<file path="src/rtl/line_mem_arbiter_if.sv">
// line_mem_arbiter_if: cache-side and memory-side line bus of the arbiter.
// slave  = arbiter view (takes cache requests, drives the memory strobes).
// master = environment view (caches and physical memory model).
interface line_mem_arbiter_if #(
  parameter int ADDR_W = 16,
  parameter int LINE_W = 256
);
  logic              icache_read;
  logic [ADDR_W-1:0] icache_address;
  logic              icache_resp;
  logic [LINE_W-1:0] icache_rdata;

  logic              dcache_read;
  logic              dcache_write;
  logic [ADDR_W-1:0] dcache_address;
  logic [LINE_W-1:0] dcache_wdata;
  logic              dcache_resp;
  logic [LINE_W-1:0] dcache_rdata;

  logic              pmem_read;
  logic              pmem_write;
  logic [ADDR_W-1:0] pmem_address;
  logic [LINE_W-1:0] pmem_wdata;
  logic              pmem_resp;
  logic [LINE_W-1:0] pmem_rdata;

  modport slave (
    input  icache_read, icache_address,
    input  dcache_read, dcache_write, dcache_address, dcache_wdata,
    input  pmem_resp, pmem_rdata,
    output icache_resp, icache_rdata, dcache_resp, dcache_rdata,
    output pmem_read, pmem_write, pmem_address, pmem_wdata
  );

  modport master (
    output icache_read, icache_address,
    output dcache_read, dcache_write, dcache_address, dcache_wdata,
    output pmem_resp, pmem_rdata,
    input  icache_resp, icache_rdata, dcache_resp, dcache_rdata,
    input  pmem_read, pmem_write, pmem_address, pmem_wdata
  );
endinterface

</file>
<file path="src/rtl/line_mem_arbiter.sv">
// line_mem_arbiter: shares one physical line-memory port between the
// I-cache (read only) and the D-cache (read/write). The winning request is
// latched, strobes are held until pmem_resp, and one idle cycle separates
// consecutive transactions.
// Build option: LINE_MEM_ARBITER_RR_EN selects round-robin on ties;
// otherwise the D-cache always wins.
module line_mem_arbiter #(
  parameter int ADDR_W = 16,
  parameter int LINE_W = 256
) (
  input logic              clk,
  input logic              rst,
  line_mem_arbiter_if.slave bus
);
`ifdef LINE_MEM_ARBITER_RR_EN
  localparam bit RR_EN = 1'b1;
`else
  localparam bit RR_EN = 1'b0;
`endif

  typedef enum logic [1:0] {IDLE, BUSY, RECOVER} state_t;
  typedef enum logic {GNT_ICACHE, GNT_DCACHE} grant_t;

  state_t            state_q, state_d;
  grant_t            grant_q, last_grant_q, win;
  logic              rd_q, wr_q;
  logic [ADDR_W-1:0] addr_q;
  logic [LINE_W-1:0] wdata_q;
  logic              i_req, d_req, take, done;

  // Pick a winner among the requests presented this cycle
  always_comb begin
    i_req = bus.icache_read;
    d_req = bus.dcache_read | bus.dcache_write;
    win   = d_req ? GNT_DCACHE : GNT_ICACHE;
    if (RR_EN && i_req && d_req)
      win = (last_grant_q == GNT_DCACHE) ? GNT_ICACHE : GNT_DCACHE;
  end

  // Next state; RECOVER never arbitrates so a request held across the
  // response edge cannot be served twice
  always_comb begin
    state_d = state_q;
    take    = 1'b0;
    done    = (state_q == BUSY) && bus.pmem_resp;
    case (state_q)
      IDLE:    if (i_req || d_req) begin
                 state_d = BUSY;
                 take    = 1'b1;
               end
      BUSY:    if (bus.pmem_resp) state_d = RECOVER;
      RECOVER: state_d = IDLE;
      default: state_d = IDLE;
    endcase
  end

  // State register
  always_ff @(posedge clk or posedge rst) begin
    if (rst) state_q <= IDLE;
    else     state_q <= state_d;
  end

  // Latch the winning transaction and hold the strobes until memory answers
  always_ff @(posedge clk or posedge rst) begin
    if (rst) begin
      rd_q         <= 1'b0;
      wr_q         <= 1'b0;
      addr_q       <= '0;
      wdata_q      <= '0;
      grant_q      <= GNT_ICACHE;
      last_grant_q <= GNT_DCACHE;
    end else if (take) begin
      grant_q <= win;
      if (win == GNT_DCACHE) begin
        // a write wins over a simultaneous read from the same client
        wr_q    <= bus.dcache_write;
        rd_q    <= ~bus.dcache_write;
        addr_q  <= bus.dcache_address;
        wdata_q <= bus.dcache_wdata;
      end else begin
        wr_q    <= 1'b0;
        rd_q    <= 1'b1;
        addr_q  <= bus.icache_address;
      end
    end else if (done) begin
      rd_q         <= 1'b0;
      wr_q         <= 1'b0;
      last_grant_q <= grant_q;
    end
  end

  assign bus.pmem_read    = rd_q;
  assign bus.pmem_write   = wr_q;
  assign bus.pmem_address = addr_q;
  assign bus.pmem_wdata   = wdata_q;

  // Read data is broadcast; only the granted client's resp qualifies it
  assign bus.icache_resp  = done && (grant_q == GNT_ICACHE);
  assign bus.dcache_resp  = done && (grant_q == GNT_DCACHE);
  assign bus.icache_rdata = bus.pmem_rdata;
  assign bus.dcache_rdata = bus.pmem_rdata;
endmodule

</file>
<file path="src/flat_wrapper.sv">
// flat-port wrapper written by rule: the top's interface ports become plain ports
module line_mem_arbiter_flat 
#(
  parameter int ADDR_W = 16,
  parameter int LINE_W = 256
)
  (clk, rst, bus_icache_read, bus_icache_address, bus_dcache_read, bus_dcache_write, bus_dcache_address, bus_dcache_wdata, bus_pmem_resp, bus_pmem_rdata, bus_icache_resp, bus_icache_rdata, bus_dcache_resp, bus_dcache_rdata, bus_pmem_read, bus_pmem_write, bus_pmem_address, bus_pmem_wdata);
  line_mem_arbiter_if #(.ADDR_W(ADDR_W), .LINE_W(LINE_W)) bus_i ();
  input logic clk;
  input logic rst;
  input wire logic [$bits(bus_i.icache_read)-1:0] bus_icache_read;
  input wire logic [$bits(bus_i.icache_address)-1:0] bus_icache_address;
  input wire logic [$bits(bus_i.dcache_read)-1:0] bus_dcache_read;
  input wire logic [$bits(bus_i.dcache_write)-1:0] bus_dcache_write;
  input wire logic [$bits(bus_i.dcache_address)-1:0] bus_dcache_address;
  input wire logic [$bits(bus_i.dcache_wdata)-1:0] bus_dcache_wdata;
  input wire logic [$bits(bus_i.pmem_resp)-1:0] bus_pmem_resp;
  input wire logic [$bits(bus_i.pmem_rdata)-1:0] bus_pmem_rdata;
  output wire logic [$bits(bus_i.icache_resp)-1:0] bus_icache_resp;
  output wire logic [$bits(bus_i.icache_rdata)-1:0] bus_icache_rdata;
  output wire logic [$bits(bus_i.dcache_resp)-1:0] bus_dcache_resp;
  output wire logic [$bits(bus_i.dcache_rdata)-1:0] bus_dcache_rdata;
  output wire logic [$bits(bus_i.pmem_read)-1:0] bus_pmem_read;
  output wire logic [$bits(bus_i.pmem_write)-1:0] bus_pmem_write;
  output wire logic [$bits(bus_i.pmem_address)-1:0] bus_pmem_address;
  output wire logic [$bits(bus_i.pmem_wdata)-1:0] bus_pmem_wdata;
  assign bus_i.icache_read = bus_icache_read;
  assign bus_i.icache_address = bus_icache_address;
  assign bus_i.dcache_read = bus_dcache_read;
  assign bus_i.dcache_write = bus_dcache_write;
  assign bus_i.dcache_address = bus_dcache_address;
  assign bus_i.dcache_wdata = bus_dcache_wdata;
  assign bus_i.pmem_resp = bus_pmem_resp;
  assign bus_i.pmem_rdata = bus_pmem_rdata;
  assign bus_icache_resp = bus_i.icache_resp;
  assign bus_icache_rdata = bus_i.icache_rdata;
  assign bus_dcache_resp = bus_i.dcache_resp;
  assign bus_dcache_rdata = bus_i.dcache_rdata;
  assign bus_pmem_read = bus_i.pmem_read;
  assign bus_pmem_write = bus_i.pmem_write;
  assign bus_pmem_address = bus_i.pmem_address;
  assign bus_pmem_wdata = bus_i.pmem_wdata;
  line_mem_arbiter #(.ADDR_W(ADDR_W), .LINE_W(LINE_W)) u_core (.clk(clk), .rst(rst), .bus(bus_i));
endmodule
</file>
<file path="config.mk">
export PLATFORM = sky130hd
export DESIGN_NAME = line_mem_arbiter_flat
export DESIGN_NICKNAME = d
export VERILOG_FILES = /design/src/rtl/line_mem_arbiter_if.sv /design/src/rtl/line_mem_arbiter.sv /design/src/flat_wrapper.sv
export SDC_FILE = /design/constraint.sdc
export NUM_CORES = 1
export LEC_CHECK = 0
export CORE_AREA = 5 5 515 517
export CTS_CLUSTER_SIZE = 25
export DETAILED_ROUTE_END_ITERATION = 6
export DIE_AREA = 0 0 520 522
export PLACE_DENSITY = 0.35
export SYNTH_ARGS = -nofsm -noshare
export SYNTH_HDL_FRONTEND = slang
export SYNTH_SLANG_ARGS = --single-unit
</file>
<file path="constraint.sdc">
create_clock -name clk -period 12.6 [get_ports clk]
set_input_delay 1.89 -clock clk [delete_from_list [all_inputs] [get_ports clk]]
set_output_delay 1.89 -clock clk [all_outputs]
set_load 0.1 [all_outputs]
</file>
; Word-level counts from Yosys, hierarchy flattened
; Index checks and enable logic that the tools add are counted.
[classes]
addsub = 0
n_mul = 0
div = 0
order_cmp = 0
eq_ne = 3
shifts = 0
n_mux = 12
n_bitwise = 3
n_reduce_logical = 8
[ops]
columns = cell, n
row1 = 16-bit two-way mux, 1
row2 = 1-bit two-way mux, 8
row3 = 2-bit two-way mux, 2
row4 = 2-bit case mux with 2 select lines, 1
row5 = 2-bit AND reduction, 2
row6 = 1-bit logical AND, 3
row7 = "2-bit by 1-bit equality test with 1-bit output, second input constant", 1
row8 = 2-bit zero test, 1
row9 = "2-bit by 1-bit inequality test with 1-bit output, second input constant", 1
row10 = "2-bit inequality test, second input constant", 1
row11 = 1-bit inverter, 2
row12 = 2-bit nonzero test, 1
row13 = 1-bit logical OR, 1
row14 = 1-bit bitwise OR, 1
[word_totals]
ff_bits = 277
latchBits = 0
mem_bits_rw = 0
rom_bits = 0
inputBits = 550
out_inout_bits = 788
elab_cells = 32
memories = 0

; Longest topological paths before layout
[depth]
word_depth = 5
ltp_mapped = 5

; Worst setup path after synthesis
; OpenSTA, ideal clock, no wires.
[synth_timing]
path_kind = input to output
start = input port bus_pmem_resp
end = output port bus_icache_resp
arrival_ns = 3.275
path_slack_ns = 7.435
path_stages = 2
n_path_buf = 0
path_cell_list = nand3b_1 nor2_1
[synth_between]
elab_chain_cells = 2
[synth_lines]
columns = item, line_no
row1 = from (decl), flat_wrapper.sv:17  ; input wire logic [$bits(bus_i.pmem_resp)-1:0] bus_pmem_resp;
row2 = 1-bit logical AND, line_mem_arbiter.sv:45  ; done = (state_q == BUSY) && bus.pmem_resp;
row3 = 1-bit logical AND, line_mem_arbiter.sv:98  ; assign bus.icache_resp = done && (grant_q == GNT_ICACHE);
row4 = to (decl), flat_wrapper.sv:19  ; output wire logic [$bits(bus_i.icache_resp)-1:0] bus_icache_resp;
; Every way passes these cells.

; Worst setup path in the final report
[layout_timing]
start = input port bus_pmem_resp
end = output port bus_dcache_resp
[layout_between]
elab_chain_cells = 2
[layout_lines]
columns = item, line_no
row1 = 1-bit logical AND, line_mem_arbiter.sv:45
row2 = 1-bit logical AND, line_mem_arbiter.sv:99  ; assign bus.dcache_resp = done && (grant_q == GNT_DCACHE);
row3 = to (decl), flat_wrapper.sv:21  ; output wire logic [$bits(bus_i.dcache_resp)-1:0] bus_dcache_resp;
; Every way passes these cells.

==> impl_metrics.csv <==
group,metric,value,unit
run_status,status,"finished clean",
route,vias,8892,
worst_setup_path,critPathMaxStageDelay,1140,ps
final_layout,seqCellArea,6930,um^2
worst_setup_path,worst_setup_path_end_kind,"output port",
pwr,ir_worst_vdd,0.187,mV
route,drt_iter0_markers,234,
pwr,p_clk_frac,0.146,
worst_setup_path,cpMostUsedCell,"clkdlybuf4s50_1",
final_layout,multi_input_area,3360,um^2
die,dieWidth,520,um
pwr,switching_share,0.632,
die,start_util,0.0555,
logic_synthesis,yosysTopAreaCell,"dfrtp_1",
pwr,intPower,3.18,mW
global_route,antenna_found_initial,115,
logic_synthesis,ys_dominant_reg_cell,"dfrtp_1",
logic_synthesis,ys_seq_area_frac,0.480,
worst_hold_path,hold_path.class,"reg -> reg",
logic_synthesis,syn_area_per_cell,12.9,um^2
timing,slew_viol_final,0,
cts,cts_sinks,277,
global_route,grt_usage,0.0918,
timing,timing.final.crit_share,0.465,
final_layout,final_nets,1750,
route,drc,0,
timing,relSlewSlack,0.177,
logic_synthesis,synth_most_common_cell,"buf_4",
flow_run,drv_cap,0,
worst_setup_path,cp_cell_sequence,"clkdlybuf4s50_1 -> nand3b_1 -> inv_1 -> and2_1 -> clkdlybuf4s50_1",
logic_synthesis,synthArstFlopShare,1.00,
timing,tightestPinTransition,1230,ps
placement,gp_congestion,0.721,
global_route,grt_pass1_wl,152,mm
worst_setup_path,r2r_setup_slack,9320,ps
worst_setup_path,crit_family,"buffers and inverters",
cts,cts_buffers,42,
worst_setup_path,path_max_fanout,4,
cts,cts_root_buf,"clkbuf_16",
global_route,grt_pass1_vias,10100,
logic_synthesis,synth-edff-count,0,
placement,io_buffers,569,
final_layout,fin_area,21400,um^2
final_layout,drive_gt1_frac,0.242,
worst_setup_path,critical_path_class,"in -> out",
route,wl,130,mm
global_route,grt_max_degree,137,
timing,worst_clock_skew,18.5,ps
timing,fin_crit,5860,ps
logic_synthesis,yosys.cell_types.count,19,
placement,dp_hpwl,114,mm
cts,tritoncts,"done",
final_layout,syn2layout_area_growth,48.4,%
pwr,leakagePower,7.53,nW
logic_synthesis,syn_nets,1674,
die,std_cell_rows,188,
worst_setup_path,crit_buf_inv,3,
route,avgViaCountPerCell,1.90,
pwr,powerDensity,402,nW/um^2
timing,fmax,171,MHz
die,die-area,271000,um^2
logic_synthesis,synthTopCellsByCount,"buf_4 (514), dfrtp_1 (277), mux2_1 (229)",
logic_synthesis,syn_inst,1124,
final_layout,fillers,30200,
final_layout,instances_no_fill,4678,
worst_setup_path,cp.arrival,3970,ps
cts,cts_setup_buffers,0,
route,postRouteAntennaNets,0,
timing,setup_tns,0,ps
timing,grt_setup_unrepaired,"no",
pwr,net-switching-power,5.45,mW
die,ioPinCount,1338,
cts,h-tree-depth,2,
logic_synthesis,synth_top_area_frac,0.480,
placement,place_area,20000,um^2
logic_synthesis,synthTopCellsByArea,"dfrtp_1 (48%), buf_4 (27%), mux2_1 (18%)",
cts,cts_resized,0,
cts,clock_latency,640,ps
logic_synthesis,ys_seq_elements,277,
die,die_height,522,um
cts,clock_path_buffers,3,
worst_setup_path,startpoint_type,"primary input",
logic_synthesis,yosys_warnings,0,
pwr,pwr-share-comb,0.664,
timing,setup_viol,0,
pwr,pwr-share-seq,0.190,
cts,ctsHoldBuffers,0,
die,core_area,261000,um^2
cts,clkTransAtPathRegs,60,ps
placement,dp_cells,4576,
route,wire_per_inst,27.7,um
worst_setup_path,cp.required,10710,ps
worst_setup_path,cpMaxStageDelayCell,"clkdlybuf4s50_1",
logic_synthesis,synth_area,14500,um^2
route,drtPass1Iterations,4,
timing,hold_viol,0,
global_route,grt_overflow,0,
==> worst register-to-register path: stages, from the launching register on <==
cell	delay (ps)
dfrtp_1	430
nor3_4	570
buf_12	640
buf_4	1050
mux2_1	460
==> logic make-up after synthesis <==
kind of cell / share of synthesized area
buf+inv: 0.288
mux: 0.225
flops: 0.480
simple gates: 0.00476
compound gates: 0.00294
==> power groups by stage <==
| stage | clock network (mW) | logic (mW) | registers [mW] |
|---|---|---|---|
| final | 1.26 | 5.73 | 1.64 |
| after global routing | 1.36 | 6.06 | 1.71 |
| after CTS | 1.34 | 5.86 | 1.65 |
| after detailed placement | 0 | 5.85 | 1.65 |
| after global placement | 0 | 5.87 | 1.64 |
| after floorplan | 0 | 1.44 | 4.88 |
==> path summary, 6_finish.rpt <==
| kind | startpoint | end | depth (start not counted) |
|---|---|---|---|
| worst max register to register | u_core.state_q[0] | u_core.bus.pmem_wdata[10] | 4 |
| worst min register to register | u_core.bus.pmem_wdata[15] | u_core.bus.pmem_wdata[15] | 1 |
| worst min-delay path | u_core.bus.pmem_wdata[15] | u_core.bus.pmem_wdata[15] | 1 |
| worst max-delay path | bus_pmem_resp | bus_dcache_resp | 5 |
| min in group asynchronous | rst | u_core.bus.pmem_wdata[113] | 2 |
| max in group asynchronous | rst | u_core.bus.pmem_wdata[22] | 3 |
==> metrics by stage <==
step	utilization	power, mW	hold slack (ps)	setup slack [ps]
after floorplan	-	6.32	464	3070
after global placement	0.0766	7.51	467	6630
after detailed placement	0.0766	7.50	475	6720
after CTS	0.0820	8.86	489	6700
after global routing	0.0821	9.13	503	6650
final	0.0823	8.63	483	6740
==> layer usage <==
metal,GRT usage,part of all wire,vias up
li1,-,-,3402
met1,0.0557,0.21,3928
met2,0.138,0.42,1074
met3,0.130,0.30,484
met4,0.0464,0.066,4
met5,0.00386,0.0010,-
==> final cells by class <==
type                            instances  share of cell area
Sequential cell                       277               0.323
Antenna cell                           26             0.00303
Clock buffer                           54              0.0544
Multi-Input combinational cell        303               0.157
Clock inverter                         22              0.0118
Timing Repair Buffer                  574               0.250
Tap cell                             3420               0.200
Inverter                                2            0.000700
==> sequential cells by signal (all words and copies together) (netlist names) <==
signal,cells
u_core.bus.pmem_address,16
u_core.bus.pmem_read,1
u_core.bus.pmem_wdata,256
u_core.bus.pmem_write,1
u_core.grant_q,1
u_core.state_q,2
==> cells in the final DEF, fill, tap and decap left out, types with 2 or more instances in the layout <==
master / netlist / routed
diode_2: 0 / 26
buf_2: 4 / 2
clkinv_8: 0 / 2
clkbuf_16: 0 / 42
and2_1: 2 / 2
nand2_1: 2 / 2
inv_6: 0 / 2
clkbuf_1: 0 / 5
clkinv_4: 0 / 2
mux2_1: 229 / 229
dfrtp_1: 277 / 277
buf_12: 0 / 3
clkinv_2: 0 / 10
nor2_1: 2 / 2
clkdlybuf4s50_1: 0 / 411
clkinvlp_4: 0 / 2
bufinv_16: 0 / 3
buf_4: 514 / 158
clkbuf_8: 0 / 7
mux2_2: 59 / 59
No activity file was read; power rests on OpenSTA's default activity.
